`config.mk`:
```
export PLATFORM = sky130hd
export DESIGN_NAME = div_unit
export DESIGN_NICKNAME = d
export VERILOG_FILES = /design/src/rtl/div_unit_pkg.sv /design/src/rtl/div_core.sv /design/src/rtl/div_unit.sv
export SDC_FILE = /design/constraint.sdc
export NUM_CORES = 1
export LEC_CHECK = 0
export BUFFER_PORTS_ARGS = -buffer_cell sky130_fd_sc_hd__buf_4
export CAP_MARGIN = 20
export CORE_UTILIZATION = 30
export DETAILED_ROUTE_END_ITERATION = 8
export SLEW_MARGIN = 30
export SYNTH_ARGS = -nofsm -noshare
export SYNTH_HDL_FRONTEND = slang
export SYNTH_SLANG_ARGS = --single-unit
export TNS_END_PERCENT = 20
```
`constraint.sdc`:
```
create_clock -name clk -period 4.1 [get_ports clk]
set_input_delay 0.205 -clock clk [delete_from_list [all_inputs] [get_ports clk]]
set_output_delay 0.205 -clock clk [all_outputs]
set_load 0.05 [all_outputs]
```
`src/rtl/div_unit_pkg.sv`:
```
// rtl/div_unit_pkg.sv - shared types and constants for the divide unit
package div_unit_pkg;

    localparam int XLEN = 64;
    localparam int CNTW = 7;

    localparam logic [2:0] FUNCT3_DIV  = 3'b100;
    localparam logic [2:0] FUNCT3_DIVU = 3'b101;
    localparam logic [2:0] FUNCT3_REM  = 3'b110;
    localparam logic [2:0] FUNCT3_REMU = 3'b111;

    typedef enum logic [1:0] {IDLE, BUSY, FIX, DONE} div_state_e;

    typedef struct packed {
        logic [15:0]           opid;
        logic [31:0]           ir;
        logic [1:0][XLEN-1:0]  prs;
        logic [6:0]            prda;
    } reg_bundle_t;

    typedef struct packed {
        logic [15:0]      opid;
        logic [6:0]       prd;
        logic [XLEN-1:0]  res;
        logic             exc;
    } exe_bundle_t;

    // Widen a 32-bit operand for the W forms.
    function automatic logic [XLEN-1:0] ext32(input logic [31:0] v, input logic sgn);
        return sgn ? {{32{v[31]}}, v} : {32'b0, v};
    endfunction

endpackage

```
`src/rtl/div_core.sv`:
```
// rtl/div_core.sv - one combinational radix-2 restoring division step
//  i_rem      partial remainder (always < divisor)
//  i_dvd_msb  next dividend bit shifted out of the dividend register
//  i_dvs      divisor magnitude
//  o_rem      next partial remainder
//  o_qbit     next quotient bit
module div_core
    import div_unit_pkg::*;
(
    input  logic [XLEN-1:0] i_rem,
    input  logic            i_dvd_msb,
    input  logic [XLEN-1:0] i_dvs,
    output logic [XLEN-1:0] o_rem,
    output logic            o_qbit
);

    logic [XLEN:0] w_shift;
    logic [XLEN:0] w_diff;

    // The shifted remainder needs one extra bit; since i_rem < i_dvs the
    // difference always fits in XLEN bits when non-negative, so bit XLEN
    // is a clean borrow flag.
    assign w_shift = {i_rem, i_dvd_msb};
    assign w_diff  = w_shift - {1'b0, i_dvs};
    assign o_qbit  = ~w_diff[XLEN];
    assign o_rem   = o_qbit ? w_diff[XLEN-1:0] : w_shift[XLEN-1:0];

endmodule

```
`src/rtl/div_unit.sv`:
```
// rtl/div_unit.sv - iterative RV64M DIV/DIVU/REM/REMU (+W) unit with one response slot
//  clk    clock, rising edge
//  rst    asynchronous active-low reset
//  req    operand bundle, valid when req.opid[15]
//  ready  unit can accept req this cycle
//  flush  kill in-flight op and held response
//  resp   result bundle, valid when resp.opid[15]
//  claim  arbiter has taken resp
//  Optional macro DIV_FASTPATH_EN: trivial ops (divisor zero, MIN/-1,
//  |dividend| < |divisor|) bypass the iterative BUSY phase.
module div_unit
    import div_unit_pkg::*;
(
    input  logic        clk,
    input  logic        rst,
    input  reg_bundle_t req,
    output logic        ready,
    input  logic        flush,
    output exe_bundle_t resp,
    input  logic        claim
);

    div_state_e      r_state;
    div_state_e      w_next;
    logic [15:0]     r_opid;
    logic [6:0]      r_prd;
    logic            r_is_rem;
    logic            r_w;
    logic            r_neg_q;
    logic            r_neg_r;
    logic [XLEN-1:0] r_rem;
    logic [XLEN-1:0] r_dvd;
    logic [XLEN-1:0] r_dvs;
    logic [XLEN-1:0] r_res;
    logic [CNTW-1:0] r_cnt;

    logic            w_w;
    logic            w_sgn;
    logic [XLEN-1:0] w_a;
    logic [XLEN-1:0] w_b;
    logic            w_a_neg;
    logic            w_b_neg;
    logic [XLEN-1:0] w_a_abs;
    logic [XLEN-1:0] w_b_abs;
    logic            w_b_zero;
    logic            w_accept;
    logic            w_fast;
    logic [XLEN-1:0] w_fast_q;
    logic [XLEN-1:0] w_fast_r;
    logic [XLEN-1:0] w_core_rem;
    logic            w_qbit;
    logic [XLEN-1:0] w_q;
    logic [XLEN-1:0] w_r;
    logic [XLEN-1:0] w_sel;
    logic [XLEN-1:0] w_fix_res;
    logic            w_unused_ir;

    // funct3[0]=1 selects the unsigned forms, funct3[1]=1 the remainder.
    assign w_w         = req.ir[3];
    assign w_sgn       = ~req.ir[12];
    assign w_unused_ir = ^{req.ir[31:14], req.ir[11:4], req.ir[2:0]};

    assign w_a      = w_w ? ext32(req.prs[0][31:0], w_sgn) : req.prs[0];
    assign w_b      = w_w ? ext32(req.prs[1][31:0], w_sgn) : req.prs[1];
    assign w_a_neg  = w_sgn & w_a[XLEN-1];
    assign w_b_neg  = w_sgn & w_b[XLEN-1];
    assign w_a_abs  = w_a_neg ? -w_a : w_a;
    assign w_b_abs  = w_b_neg ? -w_b : w_b;
    assign w_b_zero = (w_b == '0);
    assign w_accept = req.opid[15] & (r_state == IDLE) & ~flush;

`ifdef DIV_FASTPATH_EN
    logic            w_ovf;
    logic [XLEN-1:0] w_min;

    assign w_min  = w_w ? 64'hFFFF_FFFF_8000_0000 : 64'h8000_0000_0000_0000;
    assign w_ovf  = w_sgn & (w_a == w_min) & (w_b == '1);
    assign w_fast = w_b_zero | w_ovf | (w_a_abs < w_b_abs);

    // Preload the magnitudes the iterative path would have produced so the
    // shared FIX stage yields bit-identical results.
    always_comb begin
        w_fast_q = '0;
        w_fast_r = w_a_abs;
        if (w_b_zero) begin
            w_fast_q = '1;
        end else if (w_ovf) begin
            w_fast_q = w_a_abs;
            w_fast_r = '0;
        end
    end
`else
    assign w_fast   = 1'b0;
    assign w_fast_q = '0;
    assign w_fast_r = '0;
`endif

    div_core u_core (
        .i_rem     (r_rem),
        .i_dvd_msb (r_dvd[XLEN-1]),
        .i_dvs     (r_dvs),
        .o_rem     (w_core_rem),
        .o_qbit    (w_qbit)
    );

    // For W ops the quotient ends up in r_dvd[31:0]; the 32 zero bits loaded
    // below the dividend have been shifted to the top by then.
    assign w_q       = r_neg_q ? -r_dvd : r_dvd;
    assign w_r       = r_neg_r ? -r_rem : r_rem;
    assign w_sel     = r_is_rem ? w_r : w_q;
    assign w_fix_res = r_w ? {{32{w_sel[31]}}, w_sel[31:0]} : w_sel;

    always_ff @(posedge clk or negedge rst) begin
        if (!rst) begin
            r_state <= IDLE;
        end else begin
            r_state <= w_next;
        end
    end

    always_comb begin
        w_next = r_state;
        case (r_state)
            IDLE:    if (w_accept) w_next = w_fast ? FIX : BUSY;
            BUSY:    if (r_cnt == '0) w_next = FIX;
            FIX:     w_next = DONE;
            DONE:    if (claim) w_next = IDLE;
            default: w_next = IDLE;
        endcase
        if (flush) w_next = IDLE;
    end

    always_comb begin
        ready = (r_state == IDLE);
        resp  = '0;
        if (r_state == DONE) begin
            resp.opid = r_opid;
            resp.prd  = r_prd;
            resp.res  = r_res;
        end
    end

    always_ff @(posedge clk or negedge rst) begin
        if (!rst) begin
            r_opid   <= '0;
            r_prd    <= '0;
            r_is_rem <= 1'b0;
            r_w      <= 1'b0;
            r_neg_q  <= 1'b0;
            r_neg_r  <= 1'b0;
            r_rem    <= '0;
            r_dvd    <= '0;
            r_dvs    <= '0;
            r_res    <= '0;
            r_cnt    <= '0;
        end else if (w_accept) begin
            r_opid   <= req.opid;
            r_prd    <= req.prda;
            r_is_rem <= req.ir[13];
            r_w      <= w_w;
            // Divide-by-zero keeps the all-ones quotient unnegated.
            r_neg_q  <= w_sgn & (w_a[XLEN-1] ^ w_b[XLEN-1]) & ~w_b_zero;
            r_neg_r  <= w_a_neg;
            r_dvs    <= w_b_abs;
            if (w_fast) begin
                r_dvd <= w_fast_q;
                r_rem <= w_fast_r;
                r_cnt <= '0;
            end else begin
                r_dvd <= w_w ? {w_a_abs[31:0], 32'b0} : w_a_abs;
                r_rem <= '0;
                r_cnt <= w_w ? CNTW'(XLEN/2 - 1) : CNTW'(XLEN - 1);
            end
        end else if (!flush && r_state == BUSY) begin
            r_rem <= w_core_rem;
            r_dvd <= {r_dvd[XLEN-2:0], w_qbit};
            if (r_cnt != '0) r_cnt <= r_cnt - 1'b1;
        end else if (!flush && r_state == FIX) begin
            r_res <= w_fix_res;
        end
    end

    a_claim_only_done: assert property (@(posedge clk) disable iff (!rst) claim |-> (r_state == DONE));

endmodule

```
# After elaboration in Yosys (flattened, before gate mapping)
# Index checks and enable logic that the tools add are counted.
# word_totals
ff_bits	292
inputBits	187
output_inout_bits	89
word_cells	75
# classes
add_sub_neg	6
eq_ne	6
muxes	26
n_bitwise	13
n_reduce_logical	12
# ops
op	count
64-bit 2-to-1 mux	16
64-bit negation	4
87-bit 2-to-1 mux	1
65-bit by 64-bit subtractor with 65-bit output	1
64-bit logical NOT	1
7-bit 2-to-1 mux	3
2-bit 2-to-1 mux	4
2-bit case mux with 4 select lines	1
7-bit logical NOT	1
7-bit nonzero test	1
7-bit by 1-bit subtractor with 7-bit output (second input constant)	1
1-bit bitwise AND	6
6-bit 2-to-1 mux	1
3-bit inequality test (second input constant)	2
1-bit inverter	6
3-bit AND reduction	2
2-bit equality test (second input constant)	2
2-bit nonzero test	2
3-bit by 1-bit inequality test with 1-bit output (second input constant)	1
2-bit by 1-bit equality test with 1-bit output (second input constant)	1
1-bit logical AND	2
2-bit logical NOT	1
2-bit AND reduction	1
1-bit logical NOT	1
1-bit bitwise XOR	1

# Logic depth before layout (Yosys ltp)
# logic_depth
ltp_word	6
depth_mapped	15
depth_no_buf	13

# Hierarchy
# Synthesis repeated with hierarchy kept, for this count alone.
# hier_totals
cells_unflattened	3277
area_unflattened_um2	24616.1
# by_module_without_submodules
module	n_inst	cells_per_inst	area_per_inst_um2	seq_area_each_um2
div_unit	1	2482	19890.3	7307.0
div_core	1	795	4725.8	0.0

# Least setup slack after synthesis
# Ideal clock, no wire load.
# synth_path
path_type	register -> register
from	reg r_rem[19]
to	reg r_res[40]
setup_time_ps	129
arrival_ps	3589
t_required_ps	3971
setup_slack_ps	382
stages_incl_launch_ff	12
path_buffers	1
synth_period_minus_slack_ps	3718
cell_sequence	dfrtp_1 > or4_1 > or4_1 > or4_4 > or4_1 > o31ai_1 > xor2_1 > a21oi_2 > and2_2 > buf_2 > a221oi_1 > o21ai_1
# synth_via
elab_chain_len	4
# synth_lines
element	line	text
from (decl)	div_unit.sv:31	logic [XLEN-1:0] r_rem;
from (signal assigned)	div_unit.sv:167	r_rem <= w_fast_r;
from (signal assigned)	div_unit.sv:175	r_rem <= w_core_rem;
64-bit negation	div_unit.sv:109	assign w_r = r_neg_r ? -r_rem : r_rem;
64-bit 2-to-1 mux	div_unit.sv:109	
64-bit 2-to-1 mux	div_unit.sv:110	assign w_sel = r_is_rem ? w_r : w_q;
64-bit 2-to-1 mux	div_unit.sv:111	assign w_fix_res = r_w ? {{32{w_sel[31]}}, w_sel[31:0]} : w_sel;
to (signal assigned)	div_unit.sv:179	r_res <= w_fix_res;
to (decl)	div_unit.sv:34	logic [XLEN-1:0] r_res;
# Every way passes these cells.
# A chain may end at the register's enable or synchronous reset.

# Final worst setup path
# layout_path
from	reg r_rem[19]
to	reg r_res[57]
# Same word-level chain as after synthesis.

==> metrics.md <==
| Metric | Value |
|---|---|
| R2R setup slack | `~0.15 ns` |
| Layout cell share with drive strength beyond 1 | `14.2%` |
| Worst R2R End | `r_res[57]$_DFFE_PN0P_` |
| Vias in the first global route | `roughly 22000` |
| Worst Hold Slack | `between 0.02 and 0.025 ns` |
| Mapped Cells | `approximately 3100` |
| Worst Hold Path EP | `r_dvd[37]$_DFFE_PN0P_` |
| Max VDD drop | `~0.00062 V` |
| Sequential share of the synthesized area | `between 30% and 40%` |
| IO buf count | `between 200 and 250` |
| Period minus WS final | `between 3 and 4 ns` |
| Number of synthesized register bits | `just under 300` |
| Leak pwr | `roughly 12 nW` |
| Worst path cell trace | `or4_1 > or4_1 > or4_4 > buf_4 > nor2_1 > nand3_1 > or2_2 > o31ai_1 > xnor2_1 > a211oi_1 > o31ai_1` |
| First-pass GRT wire length | `~140 mm` |
| Gpl congestion | `0.945` |
| Fin. max-slew vios | `0` |
| Root Driver | `clkbuf_16` |
| Crit path DAT | `between 4 and 5 ns` |
| Worst slew pin tran | `0.987 ns` |
| Min-delay worst type | `input port to flip-flop` |
| Initial antenna violation count | `0` |
| R2R cell count | `11` |
| Req. time, crit path | `4.54 ns` |
| TritonCTS clock tree | `done` |
| R2r startpoint | `r_rem[19]$_DFFE_PN0P_` |
| Starting Density | `slightly above 30%` |
| Power Total | `~0.025 W` |
| Largest net degree at the start of global routing | `about 160` |
| Synth async-reset ratio | `100%` |
| Core Region | `78000 um2` |
| Vias | `between 20000 and 25000` |
| Fillers | `around 8200` |
| Distinct cells, synth | `83` |
| CP max stage cell | `or4_1` |
| Max stage delay on crit path | `approximately 0.57 ns` |
| Max cap viols | `0` |
| WHS Path Cells | `4` |
| Syn Nets | `3344` |
| Critical path class | `flip-flop to flip-flop` |
| Die span in x | `between 200 and 300 um` |
| H-tree levels | `2` |
| Core Rows | `102` |
| Crit Path Max Fanout | `7` |
| Remaining DRCs | `0` |
| Type of origin of the critical path | `flip-flop` |
| Worst setup EP type | `flip-flop` |
| Area contributors post-synth | `dfrtp_1, nand2_1, o21ai_0` |
| Routed wire per std cell | `about 20 um` |
| Die ar. | `80500 um2` |
| Remaining Overflow, GRT | `0` |
| Pre-antenna DRT Iters | `6` |
| Post-CTS Setup Bufs | `0` |
| Worst slew margin | `between 30% and 40%` |
| Synthesized area | `23800 um2` |
| Fin nets | `roughly 3600` |
| Crit path max-delay family | `simple AND/OR/NAND/NOR gates` |
| Num Clock Sinks | `between 200 and 300` |
| Placed Cells | `about 4300` |
| Detail Route Antenna Nets | `0` |
| Status | `completed` |
| Total CTS buffers | `37` |
| Clock transition at path regs | `around 0.06 ns` |
| Final std cells w/o fill | `approximately 4400` |
| IO Pins | `276` |
| Pwr per Cell Area | `approximately 870 nW/um2` |
| Setup violators final | `0` |
| RSZ-0062 raised after global routing | `true` |
| Fmax | `253 MHz` |
| Layout area overhead | `22.7%` |
| Post-synth EDFFs | `0` |
| Top FF cell, synth | `dfrtp_1` |
| Post-layout util | `a little under two fifths` |
| Setup WS post-layout | `roughly 0.15 ns` |
| Die height | `approximately 280 um` |
| Pre-CTS setup slack | `around 0.12 ns` |
| Via/cell ratio | `5.43` |
| Most common cell in the netlist | `nand2_1` |
| DR iter-0 viols | `2338` |
| Antenna Diode Count | `0` |
| Share of the synthesized area in the top cell type | `30.7%` |
| Clock insertion delay at the later pin of the skew report | `about 0.57 ns` |
| CTS max path bufs | `3` |
| Endpoints failing hold | `0` |
| Commonest cells in the netlist | `nand2_1, o21ai_0, dfrtp_1, a21oi_1, nor2_1` |
| Synth warn | `0` |
| Mean Syn Cell Area | `7.73 um2` |
| Total track usage | `between 20% and 30%` |
| Synth area leader | `dfrtp_1` |
| Post-DP HPWL | `between 60 and 70 mm` |
| Tcrit/Tclk final | `approximately 96%` |
| Total wire length | `roughly 90 mm` |
| HP Start | `req[44]` |
| Clock skew | `around 0.032 ns` |
| Crit path buf inv count | `1` |
worst min-delay path, cell delays in order:
cell	delay [ns]
buf_4	0.11
xnor2_1	0.11
o21ai_0	0.06
o21ai_0	0.06
final cells by class:
cell class / count / area [um2] / share of cell area [%]
multi-input combinational: 2496 / 15400 / 52.7
clock buffer: 54 / 1100 / 3.77
inverter: 101 / 379 / 1.30
timing repair buffer: 435 / 3540 / 12.1
clock inverter: 12 / 178 / 0.608
tap: 1040 / 1300 / 4.45
sequential: 292 / 7310 / 25.0
metrics by stage:
step	cell area (um2)	setup TNS, ns
CTS	29200	0
floorplan	23800	0
global route	29200	-0.0812
global placement	27200	0
finish	29200	0
detailed placement	27200	0
flip-flops by register name (all words and copies together), names as in the netlist:
name      cells
r_state       2
r_neg_r       1
r_w           1
r_neg_q       1
r_rem        64
r_prd         7
r_dvd        64
r_is_rem      1
r_cnt         7
r_opid       16
r_res        64
r_dvs        64
worst max path at each step:
stage	start	endpoint	cells past startpoint	slack (ns)
floorplan	r_rem[19]$_DFFE_PN0P_	r_res[40]$_DFFE_PN0P_	11	0.38
global placement	r_rem[19]$_DFFE_PN0P_	r_res[55]$_DFFE_PN0P_	10	0.16
detailed placement	r_rem[19]$_DFFE_PN0P_	r_res[51]$_DFFE_PN0P_	10	0.12
CTS	r_dvd[25]$_DFFE_PN0P_	r_res[59]$_DFFE_PN0P_	10	0.12
global route	r_rem[19]$_DFFE_PN0P_	r_res[51]$_DFFE_PN0P_	11	-0.08
finish	r_rem[19]$_DFFE_PN0P_	r_res[57]$_DFFE_PN0P_	11	0.15
layer usage:
| metal | global-route usage, % | share of wire [%] | up-vias |
|---|---|---|---|
| met5 | 0 | 0 | - |
| met4 | 6.35 | 2.8 | 0 |
| met3 | 3.79 | 8.1 | 129 |
| met2 | 32.1 | 42 | 1002 |
| met1 | 31.7 | 47 | 11400 |
| li1 | - | - | 11600 |
layout by cell type (no fill, tap or decap), drive strengths merged, types with 35 or more instances in the layout:
master	synthesis	layout
or3	35	35
o21ai	311	311
nor2	214	214
a21oi	279	279
xnor2	170	170
nand2	441	441
clkbuf	162	54
xor2	125	125
dlygate4sd3	0	70
nand3	57	57
nor4	38	38
nor3	65	65
and2	99	99
inv	100	100
buf	29	365
dfrtp	292	292
ha	74	74
mux2i	86	86
o31ai	76	76
timing repair:
| item | 4_1_cts | 5_1_grt |
|---|---|---|
| hold buffers | 70 | 0 |
| hold endpoints to repair | 173 | 0 |
| gates resized for setup | 0 | 4 |
| endpoints found under the setup margin | 0 | 7 |
where the power goes:
| part | switching [W] | leakage, nW | internal [W] | total, W |
|---|---|---|---|---|
| clock | 0.00138 | 0.628 | 0.00212 | 0.00350 |
| combinational | 0.00987 | 8.12 | 0.00632 | 0.0162 |
| sequential | 0.00152 | 3.66 | 0.00415 | 0.00567 |
| total | 0.0128 | 12.4 | 0.0126 | 0.0254 |
kinds of logic (layout without fill, tap and decap cells):
family	Yosys count	in the layout	synth area share, %
adders and majority gates	75	75	3.97
xor gates and xnor gates	295	295	10.8
AOI/OAI and AO/OA	943	943	24.0
other	1	1	0.0157
muxes	86	86	3.61
DFF	292	292	30.7
and+or+nand+nor	1096	1096	21.9
buffers and inverters	294	602	4.98
Note: power is estimated with default switching activity, not from simulation.
